===== config.mk =====
export PLATFORM = sky130hd
export DESIGN_NAME = fmul_rr_scheduler
export DESIGN_NICKNAME = d
export VERILOG_FILES = /design/src/rtl/fmul_sched_pkg.sv /design/src/rtl/fmul_rr_scheduler_rr_grant.sv /design/src/rtl/fmul_rr_scheduler.sv
export SDC_FILE = /design/constraint.sdc
export NUM_CORES = 1
export LEC_CHECK = 0
export CORE_AREA = 4 4 174 176
export CTS_CLUSTER_DIAMETER = 30
export DETAILED_ROUTE_END_ITERATION = 10
export DIE_AREA = 0 0 178 180
export GPL_ROUTABILITY_DRIVEN = 0
export GPL_TIMING_DRIVEN = 0
export MAX_ROUTING_LAYER = met4
export PLACE_DENSITY = 0.57
export SETUP_SLACK_MARGIN = 0.1
export SKIP_LAST_GASP = 1
export SYNTH_ARGS = -nofsm -noshare
export SYNTH_HDL_FRONTEND = slang
export SYNTH_SLANG_ARGS = --single-unit

===== constraint.sdc =====
create_clock -name clk -period 11.4 [get_ports clk]
set_input_delay 3.42 -clock clk [delete_from_list [all_inputs] [get_ports clk]]
set_output_delay 3.42 -clock clk [all_outputs]
set_load 0.01 [all_outputs]

===== src/rtl/fmul_sched_pkg.sv =====
// Shared types and constants for the float_mult round-robin scheduler.
// Optional watchdog: define FMUL_SCHED_TIMEOUT_EN.
package fmul_sched_pkg;

  typedef enum logic [2:0] {
    S_IDLE   = 3'd0,
    S_ISSUE  = 3'd1,
    S_SETTLE = 3'd2,
    S_WAIT   = 3'd3,
    S_RESP   = 3'd4
  } state_t;

  localparam logic FMT_FP16 = 1'b0;
  localparam logic FMT_FP32 = 1'b1;

  localparam logic [31:0] NAN_32 = 32'h7FFF_FFFF;
  localparam logic [15:0] NAN_16 = 16'h7FFF;

  function automatic int id_w(input int n);
    return (n <= 2) ? 1 : $clog2(n);
  endfunction

endpackage


===== src/rtl/fmul_rr_scheduler_rr_grant.sv =====
// Rotate-priority one-hot grant: first requester at or after ptr wins.
// Pure combinational; the caller owns the pointer register.
module rr_grant #(
  parameter int N  = 4,
  parameter int IW = 2
) (
  input  logic [N-1:0]  req,
  input  logic [IW-1:0] ptr,
  output logic [N-1:0]  gnt,
  output logic [IW-1:0] gnt_id,
  output logic          any
);

  logic [IW-1:0] idx;

  always_comb begin
    gnt    = '0;
    gnt_id = '0;
    any    = 1'b0;
    idx    = '0;
    for (int k = 0; k < N; k++) begin
      idx = IW'((int'(ptr) + k) % N);
      if (!any && req[idx]) begin
        any      = 1'b1;
        gnt[idx] = 1'b1;
        gnt_id   = idx;
      end
    end
  end

endmodule


===== src/rtl/fmul_rr_scheduler.sv =====
// Shares one float_mult among NUM_REQ requesters, one op in flight.
// Define FMUL_SCHED_TIMEOUT_EN to add a WAIT-state watchdog.
module fmul_rr_scheduler
  import fmul_sched_pkg::*;
#(
  parameter int NUM_REQ     = 4,
  parameter int SETTLE_CYC  = 3,
  parameter int TIMEOUT_CYC = 64
) (
  input  logic                   clk,
  input  logic                   rst,
  input  logic [NUM_REQ-1:0]     req_valid,
  input  logic [NUM_REQ-1:0]     req_type,
  input  logic [NUM_REQ*32-1:0]  req_a,
  input  logic [NUM_REQ*32-1:0]  req_b,
  output logic [NUM_REQ-1:0]     req_ready,
  output logic                   resp_valid,
  output logic [2:0]             resp_id,
  output logic [31:0]            resp_data,
  output logic                   resp_ovf,
  output logic                   resp_err,
  output logic                   mul_valid,
  output logic                   mul_type,
  output logic [31:0]            mul_in1_32,
  output logic [31:0]            mul_in2_32,
  output logic [15:0]            mul_in1_16,
  output logic [15:0]            mul_in2_16,
  input  logic                   mul_ready,
  input  logic [31:0]            mul_out_32,
  input  logic [15:0]            mul_out_16,
  input  logic                   mul_ovf,
  input  logic                   mul_err
);

  localparam int IW = id_w(NUM_REQ);

  state_t state_q, state_d;

  logic [IW-1:0]    ptr_q;
  logic [IW-1:0]    id_q;
  logic             type_q;
  logic [31:0]      a_q, b_q;
  logic [7:0]       set_cnt_q;
  logic [2:0]       rid_q;
  logic [31:0]      rdata_q;
  logic             rovf_q, rerr_q;

  logic [NUM_REQ-1:0] gnt;
  logic [IW-1:0]      gnt_id;
  logic               any_gnt;
  logic               accept;
  logic               cap;
  logic               sel_type;
  logic [31:0]        sel_a, sel_b;
  logic               busy;

  rr_grant #(
    .N  (NUM_REQ),
    .IW (IW)
  ) u_grant (
    .req    (req_valid),
    .ptr    (ptr_q),
    .gnt    (gnt),
    .gnt_id (gnt_id),
    .any    (any_gnt)
  );

  assign accept = (state_q == S_IDLE) && !rst
                && mul_ready && any_gnt;

  assign req_ready = accept ? gnt : '0;

  always_comb begin
    sel_type = 1'b0;
    sel_a    = '0;
    sel_b    = '0;
    for (int i = 0; i < NUM_REQ; i++) begin
      if (gnt[i]) begin
        sel_type = req_type[i];
        sel_a    = req_a[32*i +: 32];
        sel_b    = req_b[32*i +: 32];
      end
    end
  end

`ifdef FMUL_SCHED_TIMEOUT_EN
  logic [15:0] tmo_q;
  logic        tmo_fire;

  assign tmo_fire = (state_q == S_WAIT) && !mul_ready
                  && (tmo_q >= 16'(TIMEOUT_CYC - 1));

  always_ff @(posedge clk) begin
    if (rst) begin
      tmo_q <= '0;
    end else if (accept) begin
      tmo_q <= '0;
    end else if (state_q != S_IDLE) begin
      tmo_q <= tmo_q + 16'd1;
    end
  end
`endif

  always_comb begin
    state_d = state_q;
    unique case (state_q)
      S_IDLE:   if (accept) state_d = S_ISSUE;
      S_ISSUE:  state_d = S_SETTLE;
      S_SETTLE: begin
        if (set_cnt_q == 8'(SETTLE_CYC - 1))
          state_d = S_WAIT;
      end
      S_WAIT: begin
`ifdef FMUL_SCHED_TIMEOUT_EN
        if (mul_ready || tmo_fire) state_d = S_RESP;
`else
        if (mul_ready) state_d = S_RESP;
`endif
      end
      S_RESP:   state_d = S_IDLE;
      default:  state_d = S_IDLE;
    endcase
  end

  assign cap = (state_q == S_WAIT) && (state_d == S_RESP);

  always_ff @(posedge clk) begin
    if (rst) begin
      state_q   <= S_IDLE;
      ptr_q     <= '0;
      id_q      <= '0;
      type_q    <= 1'b0;
      a_q       <= '0;
      b_q       <= '0;
      set_cnt_q <= '0;
      rid_q     <= '0;
      rdata_q   <= '0;
      rovf_q    <= 1'b0;
      rerr_q    <= 1'b0;
    end else begin
      state_q <= state_d;
      if (accept) begin
        id_q   <= gnt_id;
        type_q <= sel_type;
        a_q    <= sel_a;
        b_q    <= sel_b;
        ptr_q  <= (gnt_id == IW'(NUM_REQ - 1)) ? '0
                : gnt_id + IW'(1);
      end
      if (state_q == S_SETTLE)
        set_cnt_q <= set_cnt_q + 8'd1;
      else
        set_cnt_q <= '0;
      if (cap) begin
        rid_q <= 3'(id_q);
`ifdef FMUL_SCHED_TIMEOUT_EN
        if (tmo_fire) begin
          rdata_q <= (type_q == FMT_FP32) ? NAN_32
                   : {16'h0, NAN_16};
          rovf_q  <= 1'b0;
          rerr_q  <= 1'b1;
        end else begin
          rdata_q <= (type_q == FMT_FP32) ? mul_out_32
                   : {16'h0, mul_out_16};
          rovf_q  <= mul_ovf;
          rerr_q  <= mul_err;
        end
`else
        rdata_q <= (type_q == FMT_FP32) ? mul_out_32
                 : {16'h0, mul_out_16};
        rovf_q  <= mul_ovf;
        rerr_q  <= mul_err;
`endif
      end
    end
  end

  // operands only reach the multiplier while an op is in flight
  assign busy = (state_q != S_IDLE);

  assign mul_valid  = (state_q == S_ISSUE);
  assign mul_type   = busy & type_q;
  assign mul_in1_32 = (busy && type_q == FMT_FP32) ? a_q : '0;
  assign mul_in2_32 = (busy && type_q == FMT_FP32) ? b_q : '0;
  assign mul_in1_16 = (busy && type_q == FMT_FP16) ? a_q[15:0] : '0;
  assign mul_in2_16 = (busy && type_q == FMT_FP16) ? b_q[15:0] : '0;

  assign resp_valid = (state_q == S_RESP);
  assign resp_id    = rid_q;
  assign resp_data  = rdata_q;
  assign resp_ovf   = rovf_q;
  assign resp_err   = rerr_q;

endmodule


# --- After elaboration in Yosys (flattened, before gate mapping) ---
# Cells that the tools add are included.
totals:
  register_bits: 116
  inputBits: 317
  out_inout_bits: 140
classes:
  n_addsub: 5
  eq_ne: 7
  n_mux: 51
  reduce_logical: 20
  magnitude_cmp: 8
  bitwise_logic: 6
op_table:
  columns: ["op", "count"]
  rows:
  - ["$mux 32", 11]
  - ["$mux 16", 2]
  - ["$mux 4", 5]
  - ["$mux 1", 16]
  - ["$logic_and 1x1->1", 13]
  - ["$lt 2x3->1 const B", 4]
  - ["$or 4x4->4", 3]
  - ["$pmux 3 s4", 1]
  - ["$mux 2", 5]
  - ["$mux 3", 3]
  - ["$add 8x1->8 const B", 1]
  - ["$bmux 1 s2", 4]
  - ["$demux 1 s2", 4]
  - ["$eq 8x2->1 const B", 1]
  - ["$ge 2x1->1 const B", 4]
  - ["$eq 3x2->1 const B", 2]
  - ["$eq 3x3->1 const B", 2]
  - ["$add 2x1->2 const B", 2]
  - ["$add 2x2->2 const B", 2]
  - ["$logic_not 1->1", 4]
  - ["$eq 3x1->1 const B", 1]
  - ["$logic_not 3->1", 1]
  - ["$reduce_bool 3->1", 1]
  - ["$eq 2x2->1 const B", 1]
  - ["other kinds (3)", 4]

# --- Depth between registers and ports, before layout ---
depth:
  depth_word: 17
  depth_mapped: 13

# --- Hierarchy ---
# From an unflattened synthesis, not the netlist that was laid out.
unflattened:
  hier_cells: 998
  hier_area_um2: 7800.0
modules_own_cells:
  columns: ["mod", "seq_area_each_um2", "cells_per_inst", "area_each_um2", "instances"]
  rows:
  - ["fmul_rr_scheduler", 2322.2, 953, 7380.8, 1]
  - ["rr_grant", 0.0, 45, 419.2, 1]

# --- Least setup slack after synthesis ---
# Ideal clock, no wire load.
synth_path:
  path_type: "in2out"
  from: "input port req_valid[0]"
  to: "output port req_ready[1]"
  t_required_ps: 7980
  path_slack_ps: 2814
  cell_stages: 9
  path_buffers: 4
  arrival_time_ps: 5166
  path_cell_list: "buf_2 > mux4_2 > buf_4 > nand3b_1 > a2bb2oi_2 > a21o_1 > buf_6 > buf_4 > and2_1"
synth_via:
  elab_chain_cells: 14
  elab_cells_between_ends: 27
synth_lines:
  columns: ["item", "line", "text"]
  rows:
  - ["from (decl)", "fmul_rr_scheduler.sv:12", "input logic [NUM_REQ-1:0] req_valid,"]
  - ["$bmux 1 s2", "fmul_rr_scheduler_rr_grant.sv:23", "if (!any && req[idx]) begin"]
  - ["$mux 1 (not written as such)", "fmul_rr_scheduler_rr_grant.sv:23", null]
  - ["$mux 1", "fmul_rr_scheduler_rr_grant.sv:23", null]
  - ["$logic_not 1->1", "fmul_rr_scheduler_rr_grant.sv:23", null]
  - ["$logic_and 1x1->1", "fmul_rr_scheduler_rr_grant.sv:23", null]
  - ["$mux 1", "fmul_rr_scheduler_rr_grant.sv:23", null]
  - ["$logic_not 1->1", "fmul_rr_scheduler_rr_grant.sv:23", null]
  - ["$logic_and 1x1->1", "fmul_rr_scheduler_rr_grant.sv:23", null]
  - ["$mux 1", "fmul_rr_scheduler_rr_grant.sv:23", null]
  - ["$logic_not 1->1", "fmul_rr_scheduler_rr_grant.sv:23", null]
  - ["$logic_and 1x1->1", "fmul_rr_scheduler_rr_grant.sv:23", null]
  - ["$mux 1", "fmul_rr_scheduler_rr_grant.sv:23", null]
  - ["$logic_and 1x1->1", "fmul_rr_scheduler.sv:69", "&& mul_ready && any_gnt;"]
  - ["$mux 4 (*)", "fmul_rr_scheduler.sv:71", "assign req_ready = accept ? gnt : '0;"]
  - ["to (decl)", "fmul_rr_scheduler.sv:16", "output logic [NUM_REQ-1:0] req_ready,"]
# Mark *: on every way between the ends. The rest lies on a longest branch, timed or not. The select of a mux whose other input is x is not followed.

# --- Worst setup path in the final report ---
layout_path:
  from: "input port rst"
  to: "output port req_ready[1]"
layout_via:
  elab_chain_cells: 5
layout_lines:
  columns: ["item", "line", "text"]
  rows:
  - ["from (decl)", "fmul_rr_scheduler.sv:11", "input logic rst,"]
  - ["$logic_not 1->1", "fmul_rr_scheduler.sv:68", "assign accept = (state_q == S_IDLE) && !rst"]
  - ["$logic_and 1x1->1", "fmul_rr_scheduler.sv:68", null]
  - ["$logic_and 1x1->1 (2 in series)", "fmul_rr_scheduler.sv:69", null]
  - ["$mux 4", "fmul_rr_scheduler.sv:71", null]
# Every way passes these cells.

==> run summary <==
R2R depth -> 13
Final slew viol count -> 0
Final Cell Area -> 13500 µm²
Routed Antenna Nets -> 0
Clock Latency Late Sink -> 0.42 ns
Most used DFF post-synth -> dfxtp_1
Setup WS pre-CTS -> 0.946 ns
Commonest cells post-synth -> 116 x dfxtp_1, 101 x a21oi_1, 98 x and2_1, 98 x nand2_1, 69 x clkbuf_1
Clk slew on worst S/H paths -> 0.06 ns
Row count -> 62
Worst vdd ir -> 0.0778 mV
Routed WL per cell -> 23.3 µm
Hold bufs inserted after CTS -> 0
Simple-Gate Fraction of Synth Area -> 17.6%
Core Region -> 28600 µm²
Area grow syn2layout -> 71.5%
Die X -> 178 µm
Clock tree from TritonCTS -> built
Router iterations before antenna repair -> 5
Ys async rst share -> 0%
H-tree depth -> 4
Slew @ Worst Pin -> 1.01 ns
Cell with the most instances after synthesis -> dfxtp_1
I/O pin count -> 457
Largest net degree at the start of global routing -> 17
CP arrival -> 6.94 ns
Post-Synth XOR/XNOR Area -> 0.669%
Synth unique cells -> 47
WP data required -> 7.98 ns
Synth warn -> 0
Reg2reg start -> ptr_q[1]$_SDFFE_PP0P_
Yosys top cell area share -> 29.5%
CP startpoint -> rst
Worst setup EP type -> output port
Min-delay worst type -> reg -> reg
DPL Wire Length -> 32200 µm
FF-to-FF End -> b_q[23]$_SDFFE_PP0P_
Post-CTS Setup Repair Bufs -> 0
Tot GR Track Use -> 24.7%
Number of global-route vias before repair -> 9220
Critical hold path startpoint -> id_q[1]$_SDFFE_PP0P_
Die area -> 32000 µm²
Number of remaining DRC errors -> 0
Via Count -> 9069
Post-layout util -> 47.1%
Post-synthesis mux area share -> 3.58%
Setup Crit Path Kind -> in -> out
Clk buf depth -> 2
Mapped Area -> 7860 µm²
Post_cts resized -> 0
Placed cell areas -> 12900 µm²
Area leader, netlist -> dfxtp_1
Max Freq -> 96.5 MHz
Rel. slew slack -> 32.5%
Period utilization -> 90.9%
Vias per cell -> 5.17
Final Hold Fails -> 0
Slack of the worst reg-to-reg path -> 7.70 ns
#FFs+latches synth -> 116
Count of flip-flops with a built-in enable after synthesis -> 0
First-pass GRT wire length -> 58200 µm
Sequential area share after synthesis -> 29.5%
Largest family of logic cells by synthesized area -> compound AO/OA/AOI/OAI gates
Adder and majority cell fraction of the synthesized area -> 1.27%
Lkg Pwr -> 4.51 nW
Fillers -> 2789
Peak fanout along the critical path -> 10
Outcome -> complete, no violations
Final setup viols -> 0
CTS buffer count -> 17
Syn avg cell area -> 8.98 µm²
Synthesized Nets -> 1200
Routed WL -> 40900 µm
CTS root buffer -> clkbuf_16
Critical Path Source Type -> primary input
Setup TNS -> 0 ns
Synth Area in Compound Gates -> 40.3%
RSZ-0062 raised after global routing -> false
1st-iter DRT viols -> 410
Final min period -> 10.36 ns
Clk_skew -> 0.0112 ns
IO buf count -> 453
Final WS setup -> 1.04 ns
PwrDens -> 124 nW/µm²
Fraction of layout cells with a size suffix above 1 -> 13.1%
Max Cap Viol -> 0
Final #Nets -> 1672
Initial Util -> 27.5%
Capture point of the critical path -> req_ready[1]
Largest cells by area after synthesis -> dfxtp_1 30%, o32ai_2 10%, a221oi_2 9.7%
Clock sink count -> 116
Die height -> 180 µm
Initial antenna violation count -> 10
Cells after Synth -> 875
Total global routing overflow -> 0
[placed cells by master (no fill, tap or decap), types with 3 or more instances in the layout]
master	synthesis	layout
and3_1	3	3
nand2_1	98	98
buf_6	7	7
o32ai_1	15	15
buf_4	15	15
clkbuf_1	69	69
a211oi_1	17	17
clkdlybuf4s50_1	0	453
ha_1	8	8
dfxtp_1	116	116
nand3_1	25	25
nor2_1	34	34
a2bb2oi_1	65	65
xor2_1	5	5
mux4_2	4	4
a221oi_2	51	51
inv_8	0	3
o32ai_2	50	50
nor4_1	3	3
nand3b_1	3	3
clkinvlp_4	0	3
buf_2	13	13
a21oi_1	101	101
mux2i_1	18	18
and2_1	98	98
clkbuf_16	0	17
inv_1	7	7
diode_2	0	10
a221oi_1	16	16
nor2b_1	3	3
nor3_1	4	4
o21ai_0	4	4
inv_6	0	7
[power by group]
group / total, mW / internal, mW / switching, mW
registers: 0.477 / 0.449 / 0.0285
clock network: 0.547 / 0.310 / 0.238
logic: 0.650 / 0.320 / 0.330
total: 1.67 / 1.08 / 0.596
[cells by family (layout without fill, tap and decap cells)]
logic type / count (synthesis) / after routing
fa+ha+maj: 8 / 8
buf+inv: 113 / 598
mux: 23 / 23
other cells: 1 / 11
compound gates: 330 / 330
simple gates: 278 / 278
xor+xnor: 6 / 6
flops: 116 / 116
[state kept, by name, indices dropped and copies added, names as in the netlist, named ones only]
name,count
resp_id,2
state_q,3
resp_data,32
ptr_q,1
a_q,32
type_q,1
id_q,2
set_cnt_q,8
resp_ovf,1
resp_err,1
b_q,32
[layout make-up]
class / instances / area [µm²] / area share, %
well taps: 384 / 480 / 3.56
plain buffers: 105 / 519 / 3.85
flip-flops and latches: 116 / 2320 / 17.2
repair buffers: 453 / 4530 / 33.6
inverters: 8 / 30.0 / 0.223
diodes: 10 / 25.0 / 0.186
clock inverters: 15 / 156 / 1.16
clock buffers: 17 / 425 / 3.16
multi-input cells: 646 / 4990 / 37.0
[routing by layer]
layer  vias to the layer above  track usage (%)  wire (µm)
li1                       4280                -          -
met1                      4345             27.7      16100
met2                       397             42.0      20200
met3                        47             7.73       3630
met4                         0             7.02        928
met5                         -                -          0
[critical path, cell delays in order]
cell and delay, ns:
clkbuf_1 0.36, nor2_1 0.29, nand3_1 0.20, nor2_1 0.82, clkbuf_1 0.59, buf_1 0.50
and2_1 0.20, clkdlybuf4s50_1 0.56
[how the worst min path moves through the flow]
stage | to | cells after the start
after CTS | resp_id[1]$_SDFFE_PP0P_ | 2
final | resp_id[1]$_SDFFE_PP0P_ | 2
after global placement | resp_data[18]$_SDFFE_PP0P_ | 2
after detailed placement | resp_data[22]$_SDFFE_PP0P_ | 2
after global routing | resp_id[1]$_SDFFE_PP0P_ | 2
after floorplan | resp_id[1]$_SDFFE_PP0P_ | 2
[metrics by stage]
| stage | total power, mW | hold slack [ns] | cells |
|---|---|---|---|
| final | 1.67 | 0.449 | 1754 |
| after global routing | 1.75 | 0.471 | 1754 |
| after CTS | 1.69 | 0.452 | 1744 |
| after detailed placement | 1.14 | 0.446 | 1712 |
| after global placement | 1.13 | 0.437 | 1712 |
| after floorplan | 0.872 | 0.432 | 875 |
(Power assumes the default switching activity.)
